`src/rtl/uart_pkg.sv`:
```
// Shared UART types and default constants.
// Imported by the receive engine and its helpers.
package uart_pkg;

    typedef enum logic [2:0] {
        IDLE,
        START,
        DATA,
        STOP,
        BRK_WAIT
    } rx_state_t;

    localparam int UART_OVERSAMPLE = 16;
    localparam int UART_DATA_BITS  = 8;

endpackage

```
`src/rtl/uart_sync2.sv`:
```
// Two-flop synchronizer for an asynchronous single-bit input.
// Ports: clk, reset (sync, active-high), d (async in), q (synchronized out).
module uart_sync2 #(
    parameter logic RESET_VAL = 1'b1
) (
    input  logic clk,
    input  logic reset,
    input  logic d,
    output logic q
);

    logic meta;

    always_ff @(posedge clk) begin
        if (reset) begin
            meta <= RESET_VAL;
            q    <= RESET_VAL;
        end else begin
            meta <= d;
            q    <= meta;
        end
    end

endmodule

```
`src/rtl/uart_rx_controller.sv`:
```
// UART receive engine: oversampled start/data/stop framing into the RX FIFO.
// Ports: clk, reset (sync, active-high), rx (async serial), baud_tick,
//        rxff (FIFO full) -> rx_fifo_push, rx_data, frame_err,
//        overrun_err (1-clk registered pulses), busy (not IDLE).
module uart_rx_controller
    import uart_pkg::*;
#(
    parameter int DATA_BITS  = UART_DATA_BITS,
    parameter int OVERSAMPLE = UART_OVERSAMPLE
) (
    input  logic                 clk,
    input  logic                 reset,
    input  logic                 rx,
    input  logic                 baud_tick,
    input  logic                 rxff,
    output logic                 rx_fifo_push,
    output logic [DATA_BITS-1:0] rx_data,
    output logic                 frame_err,
    output logic                 overrun_err,
    output logic                 busy
);

    localparam int OS_W = $clog2(OVERSAMPLE);
    localparam int BC_W = $clog2(DATA_BITS + 1);

    localparam logic [OS_W-1:0] OS_MID  = OS_W'(OVERSAMPLE / 2 - 1);
    localparam logic [OS_W-1:0] OS_END  = OS_W'(OVERSAMPLE - 1);
    localparam logic [BC_W-1:0] BC_LAST = BC_W'(DATA_BITS - 1);

    logic rx_s;

    rx_state_t            state_q, state_d;
    logic [OS_W-1:0]      os_q, os_d;
    logic [BC_W-1:0]      bc_q, bc_d;
    logic [DATA_BITS-1:0] sh_q, sh_d;
    logic                 push_q, push_d;
    logic                 ferr_q, ferr_d;
    logic                 oerr_q, oerr_d;

    uart_sync2 #(
        .RESET_VAL(1'b1)
    ) u_sync (
        .clk  (clk),
        .reset(reset),
        .d    (rx),
        .q    (rx_s)
    );

    always_comb begin
        state_d = state_q;
        os_d    = os_q;
        bc_d    = bc_q;
        sh_d    = sh_q;
        push_d  = 1'b0;
        ferr_d  = 1'b0;
        oerr_d  = 1'b0;
        if (baud_tick) begin
            unique case (state_q)
                IDLE: begin
                    // Hold the phase counter at zero so START counts
                    // from the tick that saw the falling edge.
                    os_d = '0;
                    if (!rx_s) begin
                        state_d = START;
                    end
                end
                START: begin
                    if (os_q == OS_MID) begin
                        os_d = '0;
                        if (rx_s) begin
                            state_d = IDLE;
                        end else begin
                            state_d = DATA;
                            bc_d    = '0;
                        end
                    end else begin
                        os_d = os_q + 1'b1;
                    end
                end
                DATA: begin
                    if (os_q == OS_END) begin
                        os_d = '0;
                        sh_d = {rx_s, sh_q[DATA_BITS-1:1]};
                        bc_d = bc_q + 1'b1;
                        if (bc_q == BC_LAST) begin
                            state_d = STOP;
                        end
                    end else begin
                        os_d = os_q + 1'b1;
                    end
                end
                STOP: begin
                    if (os_q == OS_END) begin
                        os_d = '0;
                        if (rx_s) begin
                            state_d = IDLE;
                            if (rxff) begin
                                oerr_d = 1'b1;
                            end else begin
                                push_d = 1'b1;
                            end
                        end else begin
                            // Low stop bit: flag once, then wait out
                            // any break before hunting for a start.
                            ferr_d  = 1'b1;
                            state_d = BRK_WAIT;
                        end
                    end else begin
                        os_d = os_q + 1'b1;
                    end
                end
                BRK_WAIT: begin
                    if (rx_s) begin
                        state_d = IDLE;
                    end
                end
                default: begin
                    state_d = IDLE;
                end
            endcase
        end
    end

    always_ff @(posedge clk) begin
        if (reset) begin
            state_q <= IDLE;
            os_q    <= '0;
            bc_q    <= '0;
            sh_q    <= '0;
            push_q  <= 1'b0;
            ferr_q  <= 1'b0;
            oerr_q  <= 1'b0;
        end else begin
            state_q <= state_d;
            os_q    <= os_d;
            bc_q    <= bc_d;
            sh_q    <= sh_d;
            push_q  <= push_d;
            ferr_q  <= ferr_d;
            oerr_q  <= oerr_d;
        end
    end

    assign rx_fifo_push = push_q;
    assign frame_err    = ferr_q;
    assign overrun_err  = oerr_q;
    assign rx_data      = sh_q;
    assign busy         = (state_q != IDLE);

endmodule

```
`config.mk`:
```
export PLATFORM = sky130hd
export DESIGN_NAME = uart_rx_controller
export DESIGN_NICKNAME = d
export VERILOG_FILES = /design/src/rtl/uart_pkg.sv /design/src/rtl/uart_sync2.sv /design/src/rtl/uart_rx_controller.sv
export SDC_FILE = /design/constraint.sdc
export NUM_CORES = 1
export LEC_CHECK = 0
export CAP_MARGIN = 20
export CELL_PAD_IN_SITES_DETAIL_PLACEMENT = 1
export CELL_PAD_IN_SITES_GLOBAL_PLACEMENT = 1
export CORE_MARGIN = 1.5
export CORE_UTILIZATION = 35
export DETAILED_ROUTE_END_ITERATION = 16
export GPL_ROUTABILITY_DRIVEN = 0
export HOLD_SLACK_MARGIN = 0.12
export PLACE_DENSITY_LB_ADDON = 0.05
export SLEW_MARGIN = 20
export SYNTH_ARGS = -nofsm -noshare
export SYNTH_HDL_FRONTEND = slang
export SYNTH_SLANG_ARGS = --single-unit
```
`constraint.sdc`:
```
create_clock -name clk -period 1.6 [get_ports clk]
set_input_delay 0.24 -clock clk [delete_from_list [all_inputs] [get_ports clk]]
set_output_delay 0.24 -clock clk [all_outputs]
set_load 0.005 [all_outputs]
```
# Word level (Yosys, flattened, before mapping)
# Cells that the tools add are included.
# word_totals
register_bits	24
wordCells	59
# op_classes
bitwise	4
eq_ne	14
n_addsub	2
reduce_logical	11
mux	19
# op_table
operator	n
3-bit 2-to-1 mux	7
4-bit 2-to-1 mux	5
3-bit one-hot mux with 5 select lines	1
2-bit inequality test (second input constant)	6
4-bit one-hot mux with 3 select lines	1
4-bit by 1-bit adder with 4-bit output (second input constant)	2
4-bit by 3-bit equality test with 1-bit output (second input constant)	2
4-bit one-hot mux with 2 select lines	1
7-bit AND reduction	1
3-bit by 2-bit equality test with 1-bit output (second input constant)	2
3-bit nonzero test	2
5-bit AND reduction	1
5-bit OR reduction	1
4-bit equality test (second input constant)	1
1-bit inverter	4
4-bit OR reduction	1
3-bit by 1-bit equality test with 1-bit output (second input constant)	1
3-bit equality test (second input constant)	1
3-bit logical NOT	1
1-bit 2-to-1 mux	3
3-bit AND reduction	1
2-bit 2-to-1 mux	1
2-bit by 1-bit inequality test with 1-bit output (second input constant)	1
2-bit AND reduction	1
2 further kinds	2

# Logic depth before layout (Yosys ltp)
# Gate-level depths: netlist (run 1).
# depth
ltp_word	4
ltp_mapped	6

# By module
# From an unflattened synthesis (run 1), not the netlist that was laid out.
# hier_totals
cells_unflattened	118
area_unflattened_um2	1051.0
# modules_own_cells
module	seq_area_each_um2	n_inst	cells_each	area_per_inst_um2
uart_rx_controller	440.4	1	114	998.5
uart_sync2	40.0	1	4	52.6

# Worst setup path before layout (run 1)
# No wires, ideal clock.
# synth_path
path_type	register -> register
start	register state_q[2]
end	register state_q[1]
setup_slack_ps	88
arrival_time_ps	1395
stages_incl_launch_ff	6
setup_time_ps	117
path_buffers	1
path_cell_list	dfxtp_1 > clkbuf_1 > xor2_1 > a221oi_2 > o211ai_1 > a32o_1
# synth_via
elab_chain_cells	3
# synth_lines
item	line	rtl
start: declaration	uart_rx_controller.sv:32	rx_state_t state_q, state_d;
start signal: assignment	uart_rx_controller.sv:134	state_q <= state_d;
3-bit equality test (tied with other cells)	uart_rx_controller.sv:58	unique case (state_q)
2-bit by 1-bit inequality test with 1-bit output (no source line) or 2-bit inequality test (tied branches)	-	
7-bit AND reduction (no source line)	-	
# Several ways; a longest one is shown, not always the timed one.
# A chain may end at the register's enable or synchronous reset.

# Worst setup path after layout (run 1)
# layout_path
start	register state_q[1]
end	register state_q[1]
# Same word-level chain as after synthesis.

==> results of run 1 <==
cells in the mapped netlist, types with 3 or more instances:
master	count	area share
a21oi_1	7	0.033
inv_1	3	0.010
mux2i_1	8	0.075
clkbuf_1	3	0.010
nand2_1	7	0.024
nand3b_1	3	0.021
nand2b_1	4	0.023
dfxtp_1	24	0.45
nand3_1	5	0.023
or3_1	3	0.017
nor2_1	16	0.056
cell type report:
type / instances / area (sq um)
timing repair buffer: 30 / 284
sequential: 24 / 494
tap: 31 / 38.8
inverter: 3 / 11.3
fill: 322 / 1360
clock buffer: 4 / 36.3
multi-input combinational: 82 / 604
stage by stage:
stage | hold WS (ns) | area [sq um]
global route | 0.454 | 1470
global placement | 0.392 | 1330
detailed placement | 0.399 | 1330
finish | 0.429 | 1470
floorplan | 0.312 | 1070
CTS | 0.435 | 1390
state kept, by name, summed over array words and instances (netlist names):
signal,count
rx_data,8
bc_q,4
os_q,4
state_q,3
frame_err,1
overrun_err,1
rx_fifo_push,1
u_sync.meta,1
u_sync.q,1
worst min path at each step:
stage	startpoint	to	slack, ns	cells past startpoint
global placement	u_sync.meta	u_sync.q	0.39	1
CTS	u_sync.meta	u_sync.q	0.43	1
detailed placement	u_sync.meta	u_sync.q	0.40	1
global route	u_sync.meta	u_sync.q	0.45	1
floorplan	rxff	rx_fifo_push	0.31	1
finish	u_sync.meta	u_sync.q	0.43	1
cells by family after synthesis:
family | synth area share
AO/OA/AOI/OAI | 0.130
XOR/XNOR | 0.0163
adder cells (fa/ha/maj) | 0.0233
buffers and inverters | 0.0500
flip-flops | 0.447
multiplexers | 0.0745
AND/OR/NAND/NOR | 0.258
layer usage:
layer | track usage | routed length, um | vias up
li1 | - | - | 469
met1 | 0.210 | 1190 | 433
met2 | 0.274 | 1170 | 13
met3 | 0.0396 | 78 | 5
met4 | 0.0498 | 30 | 0
met5 | 0 | 0 | -
placed cells by master (no fill, tap or decap), drive strengths merged, types with 2 or more instances in the layout:
| master | count |
|---|---|
| or2 | 2 |
| clkdlybuf4s50 | 15 |
| nand2 | 7 |
| buf | 14 |
| or3 | 3 |
| inv | 3 |
| clkbuf | 4 |
| dfxtp | 24 |
| nand3 | 5 |
| nor2 | 16 |
| a311oi | 2 |
| ha | 2 |
| nor3 | 2 |
| nor4b | 2 |
| nor3b | 2 |
| nand2b | 4 |
| mux2i | 8 |
| a21oi | 7 |
| nand3b | 3 |
repair_timing:
item	in CTS	in global routing
endpoints found under the hold margin	0	0
cloned	0	0
gates resized for setup	10	13
hold buffers	0	0
pin swaps	0	5
setup buffers	2	1
setup endpoints to repair	3	8
power by group through the flow:
stage / Combinational, uW / Clock [uW] / Sequential, uW
6_report: 80.9 / 326 / 609
5_1_grt: 88.4 / 371 / 611
4_1_cts: 73.2 / 349 / 608
3_5_place_dp: 74.0 / 0 / 624
3_3_place_gp: 73.4 / 0 / 624
2_1_floorplan: 38.7 / 0 / 619
==> flow_summary.toml, run 1 <==
[timing]
setup_violations = 0
hold_violations = 0
period_share = 0.980
fmax_mhz = 638
skew_ns = 0.00173
fin_crit_ns = 1.57
tns_ns = 0
slew-limit-headroom = 0.770
worst_slack_ns = 0.0322
report.final.slew_viol_count = 0
tightest_slew_ns = 0.340

[setup_path]
cpLargestDelayFamily = "compound AO/OA/AOI/OAI gates"
crit_cells = 6
ff2ff_setup_slack_ns = 0.03
arrival_ns = 1.79
cp-start-kind = "flip-flop"
path_buf_inv = 2
r2r_end = "state_q[1]"
slowest_stage = "dfxtp_4"
r2r_cells = 6
cp-endpoint = "state_q[1]"
critical_path.startpoint = "state_q[1]"
crit_chain = "buf_6 > nor3b_4 > buf_4 > a221oi_4 > o211ai_1 > a32o_1"
cpPeakStageDelay_ns = 0.37
crit_fanout = 9
r2r-start = "state_q[1]"
critPathCaptureType = "flip-flop"
crit_type = "reg -> reg"
crit_required_ns = 1.83

[synthesis]
synthesis.nets = 123
ys_ff_latch = 24
syn-cell-area_sq_um = 1070
async_reset_ff_frac = 0
synth_edf_count = 0
syn_inst = 116
ys_seq_area_frac = 0.447
yosysWarnings = 0
synth_cell_type_count = 38
syn_area_per_cell_sq_um = 9.27
synthFlopType = "dfxtp_1"

[route]
routed-via-count = 920
routed_wirelength_um = 2480
via_per_inst = 5.29
drc = 0
drtPass1Iterations = 3
wl_per_cell_um = 14.2
drtIter0Drc = 7
antenna_left = 0

[power_and_ir_drop]
clkPwrFrac = 0.321
switching_share = 0.232
p_seq_frac = 0.600
leakagePower_uw = 0.000499
peakVddDrop_mv = 0.379
p_switching_uw = 235
comb_power_share = 0.080
power.density_nw_per_um2 = 692
finalPower_uw = 1020
internal_power_uw = 781

[placed_design]
portBuffers = 16
dp_slack_ns = -0.111
placed_cells = 167
dpl.hpwl_um = 1700

[run]
maxCapViolations = 0

[grt]
grt_remaining_overflow = 0
grt_usage = 0.164
grt_max_degree = 14
grt_antenna_before_repair = 0
grt_pass1_wl_um = 4310
grt_pass1_vias = 960

[die]
start_util = 0.380
die_w_um = 58.4
fp-row-count = 19
die_area_sq_um = 3410
core_sq_um = 2830
die_h_um = 58.4
io_pins = 17

[clock_network]
clk_path_buf_depth = 2
cts_tree = "yes"
insertion_delay_ns = 0.32
cts_root_buffer = "clkbuf_4"
cts.htree.levels = 1
cts_buffers = 3
cts_sinks = 24
path_clk_slew_ns = 0.13

[layout]
syn_to_final_growth_pct = 36.7
diodes = 0
drive_above_1_share = 0.252
final_cell_count_no_fill = 174
layout.nets = 151
final_util = 0.519

[hold_path]
hold_path_class = "reg -> reg"

[outcome]
status = "finished, final reports clean"
Note: power is estimated with default switching activity, not from simulation.
==> run 2: changes to the inputs <==
CELL_PAD_IN_SITES_GLOBAL_PLACEMENT = 2   (was 1)
CORE_UTILIZATION = 28   (was 35)
==> flow_summary.toml, run 2 (synthesized netlist as in run 1, its figures left out) <==
[die]
io_pins = 17
die_w_um = 65.0
die_area_sq_um = 4220
start_util = 0.294
fp-row-count = 22
core_sq_um = 3660
die_h_um = 65.0

[route]
drtPass1Iterations = 5
antenna_left = 0
met3_length_um = 58
wirelength_met1_um = 1240
topRoutingLayerUsed = "met4"
routed_wirelength_um = 2550
drtIter0Drc = 13
wl_per_cell_um = 13.4
via_per_inst = 4.84
drc = 0
dr_wl_met2_um = 1230
routed-via-count = 919

[power_and_ir_drop]
power.density_nw_per_um2 = 819
peakVddDrop_mv = 0.309
leakagePower_uw = 0.000507

[timing]
skew_ns = 0.00362
hold_violations = 0
slew-limit-headroom = 0.811
report.final.slew_viol_count = 0
setup_violations = 0
fin_crit_ns = 1.56
tns_ns = 0
tightest_slew_ns = 0.280
fmax_mhz = 642
period_share = 0.973

[placed_design]
dpl_cell_area_sq_um = 1350
dpl.hpwl_um = 1790
portBuffers = 16

[grt]
grt_pass1_wl_um = 4360
grt_max_degree = 15
grt_antenna_before_repair = 0
grt_remaining_overflow = 0
grt_usage = 0.133
grt_pass1_vias = 946

[setup_path]
slowest_stage = "or4b_1"
cpPeakStageDelay_ns = 0.58
crit_type = "reg -> reg"
r2r_cells = 5
arrival_ns = 1.72
ff2ff_setup_slack_ns = 0.04
r2r-start = "state_q[1]"
r2r_end = "bc_q[1]"
crit_fanout = 9
critPathCaptureType = "flip-flop"
cp-start-kind = "flip-flop"
crit_required_ns = 1.77
crit_chain = "buf_6 > or4b_1 > a21oi_4 > nand2b_1 > a21oi_1"

[clock_network]
cts_root_buffer = "clkbuf_8"
clk_path_buf_depth = 2
cts_sinks = 24
insertion_delay_ns = 0.27
cts.htree.levels = 1
cts_buffers = 3
cts-hold-fix-buffers = 0
path_clk_slew_ns = 0.09
cts_tree = "yes"

[layout]
final_util = 0.413
layout.nets = 150
regArea_sq_um = 493
diodes = 0
final_cell_area_sq_um = 1510
n_fill_cell = 428
multi_input_area_sq_um = 599
largest_reg_flops = 8
final_common_cell = "dfxtp_1"
mostFrequentLayoutCells = "dfxtp_1, nor2_1, clkdlybuf4s50_1, buf_4, mux2i_1"
syn_to_final_growth_pct = 40.6
drive_above_1_share = 0.232

[hold_path]
hold_depth = 1
worstHoldStart = "u_sync.meta"
hold_path_class = "reg -> reg"
hold-path-endpoint = "u_sync.q"

[outcome]
status = "finished, final reports clean"

[run]
maxCapViolations = 0
==> run 2: timing repair <==
item                                    4_1_cts  5_1_grt
gates resized for setup                       9       13
endpoints found under the setup margin        3        8
buffers inserted                              2        0
endpoints found under the hold margin         0        0
pin swaps                                     0        6
==> run 2: cell type report <==
| class | count | area share |
|---|---|---|
| clock buffers | 3 | 0.0273 |
| clock inverters | 1 | 0.0199 |
| inverters | 3 | 0.00745 |
| multi-input cells | 82 | 0.397 |
| flip-flops and latches | 24 | 0.326 |
| well taps | 48 | 0.0397 |
| repair buffers | 29 | 0.183 |
==> run 2: worst max-delay path by stage <==
stage,from,endpoint,slack [ns],depth (start not counted)
2_1_floorplan,state_q[2],state_q[1],0.09,5
3_3_place_gp,baud_tick,bc_q[3],-0.08,6
3_5_place_dp,baud_tick,bc_q[3],-0.14,6
4_1_cts,os_q[1],bc_q[3],0.009,6
5_1_grt,state_q[1],bc_q[1],-0.01,5
6_report,state_q[1],bc_q[1],0.04,5
==> run 2: layer usage <==
metal | vias to the layer above | global-route usage
li1 | 463 | -
met1 | 444 | 0.166
met2 | 10 | 0.216
met3 | 2 | 0.0295
met4 | 0 | 0.0612
met5 | - | 0
==> run 2: critical path, delay by kind of cell, from the launching register on <==
kind | cells | cell delay [ns]
AO/OA/AOI/OAI | 2 | 0.25
buffers and inverters | 1 | 0.13
flip-flops | 1 | 0.36
AND/OR/NAND/NOR | 2 | 0.71
==> run 2: per-stage QoR <==
| step | hold slack, ns | std cells | power, uW | setup WS [ns] |
|---|---|---|---|---|
| after floorplan | 0.312 | 116 | 657 | 0.0880 |
| after global placement | 0.390 | 184 | 700 | -0.0766 |
| after detailed placement | 0.403 | 184 | 702 | -0.138 |
| after CTS | 0.428 | 190 | 1250 | 0.00918 |
| after global routing | 0.447 | 190 | 1310 | -0.0116 |
| final | 0.423 | 190 | 1240 | 0.0431 |
==> run 2: where the power goes <==
part	total [uW]	internal (uW)	leakage, uW	switching, uW
sequential	609	599	0.000197	9.92
clock	548	335	0.0000357	213
combinational	81.3	43.1	0.000274	38.2
